File: config.mk
export PLATFORM = sky130hd
export DESIGN_NAME = vigna_bus_arbiter
export DESIGN_NICKNAME = d
export VERILOG_FILES = /design/src/rtl/vigna_bus_arbiter.sv
export SDC_FILE = /design/constraint.sdc
export NUM_CORES = 1
export LEC_CHECK = 0
export BUFFER_PORTS_ARGS = -buffer_cell sky130_fd_sc_hd__buf_2
export CORE_AREA = 2 2 132 134
export DETAILED_ROUTE_END_ITERATION = 12
export DIE_AREA = 0 0 134 136
export PLACE_DENSITY = 0.67
export SLEW_MARGIN = 25
export SYNTH_ARGS = -nofsm -noshare
export SYNTH_HDL_FRONTEND = slang
export SYNTH_SLANG_ARGS = --single-unit
File: constraint.sdc
create_clock -name clk -period 2.68 [get_ports clk]
set_input_delay 0.804 -clock clk [delete_from_list [all_inputs] [get_ports clk]]
set_output_delay 0.804 -clock clk [all_outputs]
set_load 0.1 [all_outputs]
File: src/rtl/vigna_bus_arbiter.sv
// Two-master (instruction/data) round-robin arbiter onto one valid/ready memory port,
// with a watchdog that force-completes a stalled transaction and records a sticky error.
module vigna_bus_arbiter #(
  parameter int unsigned TIMEOUT   = 16,
  parameter logic [31:0] ERR_RDATA = 32'h0000_0000
) (
  input  logic        clk,
  input  logic        reset,
  input  logic        i_valid,
  output logic        i_ready,
  input  logic [31:0] i_addr,
  output logic [31:0] i_rdata,
  input  logic [31:0] i_wdata,
  input  logic [3:0]  i_wstrb,
  input  logic        d_valid,
  output logic        d_ready,
  input  logic [31:0] d_addr,
  output logic [31:0] d_rdata,
  input  logic [31:0] d_wdata,
  input  logic [3:0]  d_wstrb,
  output logic        m_valid,
  input  logic        m_ready,
  output logic [31:0] m_addr,
  input  logic [31:0] m_rdata,
  output logic [31:0] m_wdata,
  output logic [3:0]  m_wstrb,
  output logic        bus_err,
  output logic [31:0] err_addr
);

  localparam int unsigned CW = (TIMEOUT > 32'd1) ? $clog2(TIMEOUT) : 1;
  localparam logic [CW-1:0] CNT_MAX = (TIMEOUT > 32'd0) ? CW'(TIMEOUT - 32'd1) : '0;

  typedef enum logic [1:0] {
    S_IDLE   = 2'd0,
    S_BUSY_I = 2'd1,
    S_BUSY_D = 2'd2
  } state_t;

  state_t        r_state;
  state_t        w_state_nxt;
  logic          r_last_d;
  logic [CW-1:0] r_cnt;
  logic          r_m_valid;
  logic [31:0]   r_m_addr;
  logic [31:0]   r_m_wdata;
  logic [3:0]    r_m_wstrb;
  logic          r_bus_err;
  logic [31:0]   r_err_addr;
  logic          w_grant_i;
  logic          w_grant_d;
  logic          w_done;
  logic          w_timeout;
  logic          w_i_ready;
  logic          w_d_ready;

  // Next-state: grant in IDLE (tie goes to the side not granted last), complete on ready or watchdog.
  always_comb begin
    w_state_nxt = r_state;
    w_grant_i   = 1'b0;
    w_grant_d   = 1'b0;
    w_done      = 1'b0;
    w_timeout   = 1'b0;
    case (r_state)
      S_IDLE: begin
        if (i_valid && (!d_valid || r_last_d)) begin
          w_grant_i   = 1'b1;
          w_state_nxt = S_BUSY_I;
        end else if (d_valid) begin
          w_grant_d   = 1'b1;
          w_state_nxt = S_BUSY_D;
        end else begin
          w_state_nxt = S_IDLE;
        end
      end
      S_BUSY_I, S_BUSY_D: begin
        w_timeout = (TIMEOUT != 32'd0) && !m_ready && (r_cnt == CNT_MAX);
        if (m_ready || w_timeout) begin
          w_done      = 1'b1;
          w_state_nxt = S_IDLE;
        end else begin
          w_state_nxt = r_state;
        end
      end
      default: w_state_nxt = S_IDLE;
    endcase
  end

  // Ready is suppressed while reset is asserted so an aborted transaction never completes.
  assign w_i_ready = (r_state == S_BUSY_I) && w_done && !reset;
  assign w_d_ready = (r_state == S_BUSY_D) && w_done && !reset;

  assign i_ready  = w_i_ready;
  assign d_ready  = w_d_ready;
  assign i_rdata  = w_i_ready ? (m_ready ? m_rdata : ERR_RDATA) : 32'h0000_0000;
  assign d_rdata  = w_d_ready ? (m_ready ? m_rdata : ERR_RDATA) : 32'h0000_0000;
  assign m_valid  = r_m_valid;
  assign m_addr   = r_m_addr;
  assign m_wdata  = r_m_wdata;
  assign m_wstrb  = r_m_wstrb;
  assign bus_err  = r_bus_err;
  assign err_addr = r_err_addr;

  // State register.
  always_ff @(posedge clk) begin
    if (reset) begin
      r_state <= S_IDLE;
    end else begin
      r_state <= w_state_nxt;
    end
  end

  // Shared-port request, round-robin history, watchdog counter and sticky error capture.
  always_ff @(posedge clk) begin
    if (reset) begin
      r_m_valid  <= 1'b0;
      r_m_addr   <= 32'h0000_0000;
      r_m_wdata  <= 32'h0000_0000;
      r_m_wstrb  <= 4'h0;
      r_last_d   <= 1'b0;
      r_cnt      <= '0;
      r_bus_err  <= 1'b0;
      r_err_addr <= 32'h0000_0000;
    end else if (w_grant_i || w_grant_d) begin
      r_m_valid <= 1'b1;
      r_m_addr  <= w_grant_d ? d_addr  : i_addr;
      r_m_wdata <= w_grant_d ? d_wdata : i_wdata;
      r_m_wstrb <= w_grant_d ? d_wstrb : i_wstrb;
      r_last_d  <= w_grant_d;
      r_cnt     <= '0;
    end else if (w_done) begin
      r_m_valid <= 1'b0;
      if (w_timeout) begin
        r_bus_err <= 1'b1;
        if (!r_bus_err) begin
          r_err_addr <= r_m_addr;
        end
      end
    end else if (r_m_valid && (r_cnt != CNT_MAX)) begin
      r_cnt <= r_cnt + CW'(1);
    end
  end

endmodule

* Word-level counts from Yosys, hierarchy flattened *
Index checks and enable logic that the tools add are counted.

word-level totals
  flip-flop bits (word level) = 109
  output and inout port bits = 168

operators by class
  add/subtract/negate cells = 1
  multiplexer cells = 20
  eq/ne operators = 5
  reduce and logical (&&, ||, !) cells = 20
  bitwise operators = 3

operator list
  kind                                                                   count
  32-bit 2-to-1 mux                                                      5
  1-bit 2-to-1 mux                                                       10
  1-bit logical AND                                                      7
  2-bit 2-to-1 mux                                                       3
  4-bit by 1-bit adder with 4-bit output, second input constant          1
  4-bit equality test, second input constant                             1
  4-bit 2-to-1 mux                                                       1
  4-bit inequality test, second input constant                           1
  2-bit case mux with 2 select lines                                     1
  4-bit AND reduction                                                    1
  2-bit OR reduction                                                     2
  1-bit zero test                                                        3
  1-bit logical OR                                                       3
  1-bit NOT                                                              3
  3-bit AND reduction                                                    1
  2-bit by 1-bit equality test with 1-bit output, second input constant  1
  2-bit equality test, second input constant                             1
  2-bit zero test                                                        1
  2-bit inequality test, second input constant                           1
  2-bit AND reduction                                                    1
  2-bit nonzero test                                                     1

* Depth between registers and ports, before layout *
  depth in word-level cells = 8
  mapped depth = 8

* Worst setup path after synthesis *
No wires, ideal clock.

  kind = input to output
  start point = in reset
  end point = out d_ready
  arrival = 2.409 ns
  cell stages on the path = 3
  path slack = -0.533 ns
  path through = clkbuf_1 -> nand2b_1 -> nor2_1

between the ends
  word-level cells in the longest chain between the ends = 2

ends and longest elaborated chain
  element             line  source
  start: declaration  8     input logic reset,
  1-bit zero test     91    assign w_d_ready = (r_state == S_BUSY_D) && w_done && !reset;
  1-bit logical AND   91
  end: declaration    16    output logic d_ready,

Every way passes these cells.

* Final worst setup path *
  start point = in reset
  end point = out d_rdata[31]

between the ends
  word-level cells in the longest chain between the ends = 3

ends and longest elaborated chain
  element            line  source
  1-bit zero test    91
  1-bit logical AND  91
  32-bit 2-to-1 mux  96    assign d_rdata = w_d_ready ? (m_ready ? m_rdata : ERR_RDATA) : 32'h0000_0000;
  end: declaration   18    output logic [31:0] d_rdata,

Every way passes these cells.

==> impl_metrics.yaml <==
timing:
  fin_worst_skew_ns: 0.009430
  setup-tns-final_ns: 0
  rsz0062_at_grt: "yes"
  setup_violations: 0
  fmax_mhz: 376.4
  slew_violations: 0
  hold_viol_final: 0
  period_needed_ns: 2.657
  worst_pin_slew_ns: 0.8155
  fin_crit_sh_pct: 99.13
  worst_slack_ns: 0.02326
  max-slew-margin-rel_pct: 45.58
worst_setup_path:
  timing.critical_path.slowest_stage_cell: "buf_12"
  path_delay_family: "simple AND/OR/NAND/NOR gates"
  critical_path_buf_inv_count: 3
  path_class: "input pin to output port"
  crit_path_frequent_cell: "buf_12"
  crit_arrival_ns: 1.85
  crit_fanout: 32
  crit_path_start_kind: "input pin"
  crit_required_ns: 1.88
  slowest_delay_ns: 0.20
  end_kind: "output port"
  path_cells: "buf_2 -> nand2b_1 -> nor2_2 -> buf_12 -> and2_2 -> buf_12"
synthesis:
  synth_seq_area_share_pct: 42.26
  synth_top_area_cell: "dfxtp_1"
  synth_ff_type: "dfxtp_1"
  yosys-top-cells-count: "109 x dfxtp_1, 76 x a211oi_1, 67 x nand2_1"
  synth.most_common_cell: "dfxtp_1"
  synth-seq-cells: 109
  synthesis.nets: 772
  synth_top_area_share_pct: 42.26
  ys_types: 35
  synth-async-reset-ratio_pct: 0
  synthCells: 595
  ys_warn_count: 0
  syn_area_mm2: 0.005164
  syn_avg_cell_area_um2: 8.678
  synth_edf_count: 0
  netlist_top_cells_area: "dfxtp_1 42%, a211oi_1 11%, and2_1 7.9%"
placed_design:
  gp_congestion: 0.8235
  post_dp_cell_area_mm2: 0.008268
  place_ws_ns: 0.04532
  port_buffers: 340
  hpwl_um: 14160
flow_run:
  maxCapViolCount: 0
grt:
  grt_overflow: 0
  grt_antenna_before_repair: 0
  grt_max_degree: 51
  grt_usage_pct: 20.22
  grt_pass1_wl_um: 29100
  grt_pass1_vias: 5490
clock_tree:
  clockBufferDepth: 2
  cts-root-buf: "clkbuf_16"
  clock_latency_ns: 0.35
  cts_buffers: 9
  clkSlewWorstSetupHoldPaths_ns: 0.07
  numClockSinks: 109
  cts_hold_buffers: 0
  htreeDepth: 3
  cts_tree: "built"
floorplan:
  start_util_pct: 30.60
  placementRows: 48
  die_width_um: 134
  io_pins: 341
  die_area_mm2: 0.01822
  fp.dieH_um: 136
  design.core.area_mm2: 0.01688
pwr:
  ir_drop_mv: 0.4040
  power_density_mw_per_mm2: 588.2
  leakage_nw: 3.892
final_layout:
  fillers: 1544
  fin_nets: 1089
  areaGrowthSynthToFinish_pct: 68.98
  drive_gt1_share_pct: 50.49
  design_area_mm2: 0.008726
detailed_routing:
  drt.antenna.violating_nets: 0
  post_drt_wl_per_cell_um: 16.93
  finalWirelength_um: 19350
  dr.pass1.iters: 5
  viasPerCell: 4.931
  vias: 5636
  drc: 0
  drt_iter0_markers: 287
hold_path:
  hp-class: "flop to flop"
status:
  outcome: "finished clean"
==> stage by stage <==
step	hold WS (ns)	util [%]	total power (W)	cells
after floorplan	0.4603	-	0.003251	595
after global placement	0.4394	48.99	0.003704	1121
after detailed placement	0.4418	48.99	0.003719	1121
after CTS	0.4569	51.27	0.005158	1139
after global routing	0.4727	51.69	0.005338	1142
final	0.4548	51.71	0.005133	1143
==> cells in the final DEF (no fill, tap or decap), types with 4 or more instances in the layout <==
cell	n
clkbuf_16	10
nand2_1	66
inv_1	39
dfxtp_1	107
a21oi_1	7
nand3_1	4
a211oi_1	76
o21ai_0	40
o2bb2ai_1	18
and2_4	62
buf_4	16
a32oi_1	30
buf_12	72
o22ai_1	12
nor2_2	4
mux2i_1	32
buf_2	274
==> kinds of logic (layout without fill, tap and decap cells) <==
kind of cell             Yosys count  after routing  synth area share [%]
AO/OA/AOI/OAI                    195            195                 26.94
adder cells (fa/ha/maj)            4              4                0.9693
buffers and inverters            101            423                 8.311
flip-flops                       109            109                 42.26
multiplexers                      32             32                 6.203
other                              0              1                     0
AND/OR/NAND/NOR                  154            154                 15.31
==> area by class of cell <==
class | instances | area (um2) | share of cell area, %
sequential | 109 | 2185 | 25.04
clock inverter | 5 | 67.56 | 0.7743
inverter | 42 | 157.7 | 1.807
clock buffer | 11 | 252.7 | 2.896
tap | 225 | 281.5 | 3.226
timing repair buffer | 365 | 3002 | 34.40
multi-input combinational | 385 | 2778 | 31.83
antenna | 1 | 2.502 | 0.02868
==> power by group <==
part / switching [W] / leakage (nW) / internal [W]
Combinational: 0.00146 / 2.84 / 0.000406
Sequential: 0.0000769 / 0.895 / 0.00176
Clock: 0.000641 / 0.158 / 0.000789
Total: 0.00218 / 3.89 / 0.00295
==> per-layer routing <==
metal,up-vias,GRT usage [%],part of all wire [%]
met5,-,0,0
met4,0,6.501,2.1
met3,20,5.034,6.5
met2,218,36.64,50
met1,2627,23.33,41
li1,2771,-,-
==> worst register-to-register path: stages (launching register included) <==
cell and delay [ns]:
dfxtp_2 0.34, inv_2 0.08, ha_4 0.20, buf_4 0.42
and2_1 0.20, buf_4 0.41, a211oi_1 0.17
==> flip-flops by register name, indices dropped and copies added (netlist names) <==
| register | count |
|---|---|
| err_addr | 32 |
| m_addr | 32 |
| m_wdata | 32 |
| m_wstrb | 4 |
| r_cnt | 4 |
| r_state | 2 |
| bus_err | 1 |
| m_valid | 1 |
| r_last_d | 1 |
==> final timing paths <==
check,startpoint,to,slack (ns),cells past startpoint
worst max-delay path,reset,d_rdata[31],0.02,6
worst max register to register,r_state[0],m_wstrb[1],0.74,6
worst min-delay path,err_addr[13],err_addr[13],0.45,2
worst min register to register,err_addr[13],err_addr[13],0.45,2
==> repair_timing <==
| item | CTS | global route |
|---|---|---|
| setup buffers | 1 | 2 |
| resized for setup | 10 | 15 |
| setup endpoints to repair | 64 | 65 |
| cloned | 1 | 1 |
| pin swaps | 1 | 8 |
Note: power is estimated with default switching activity, not from simulation.
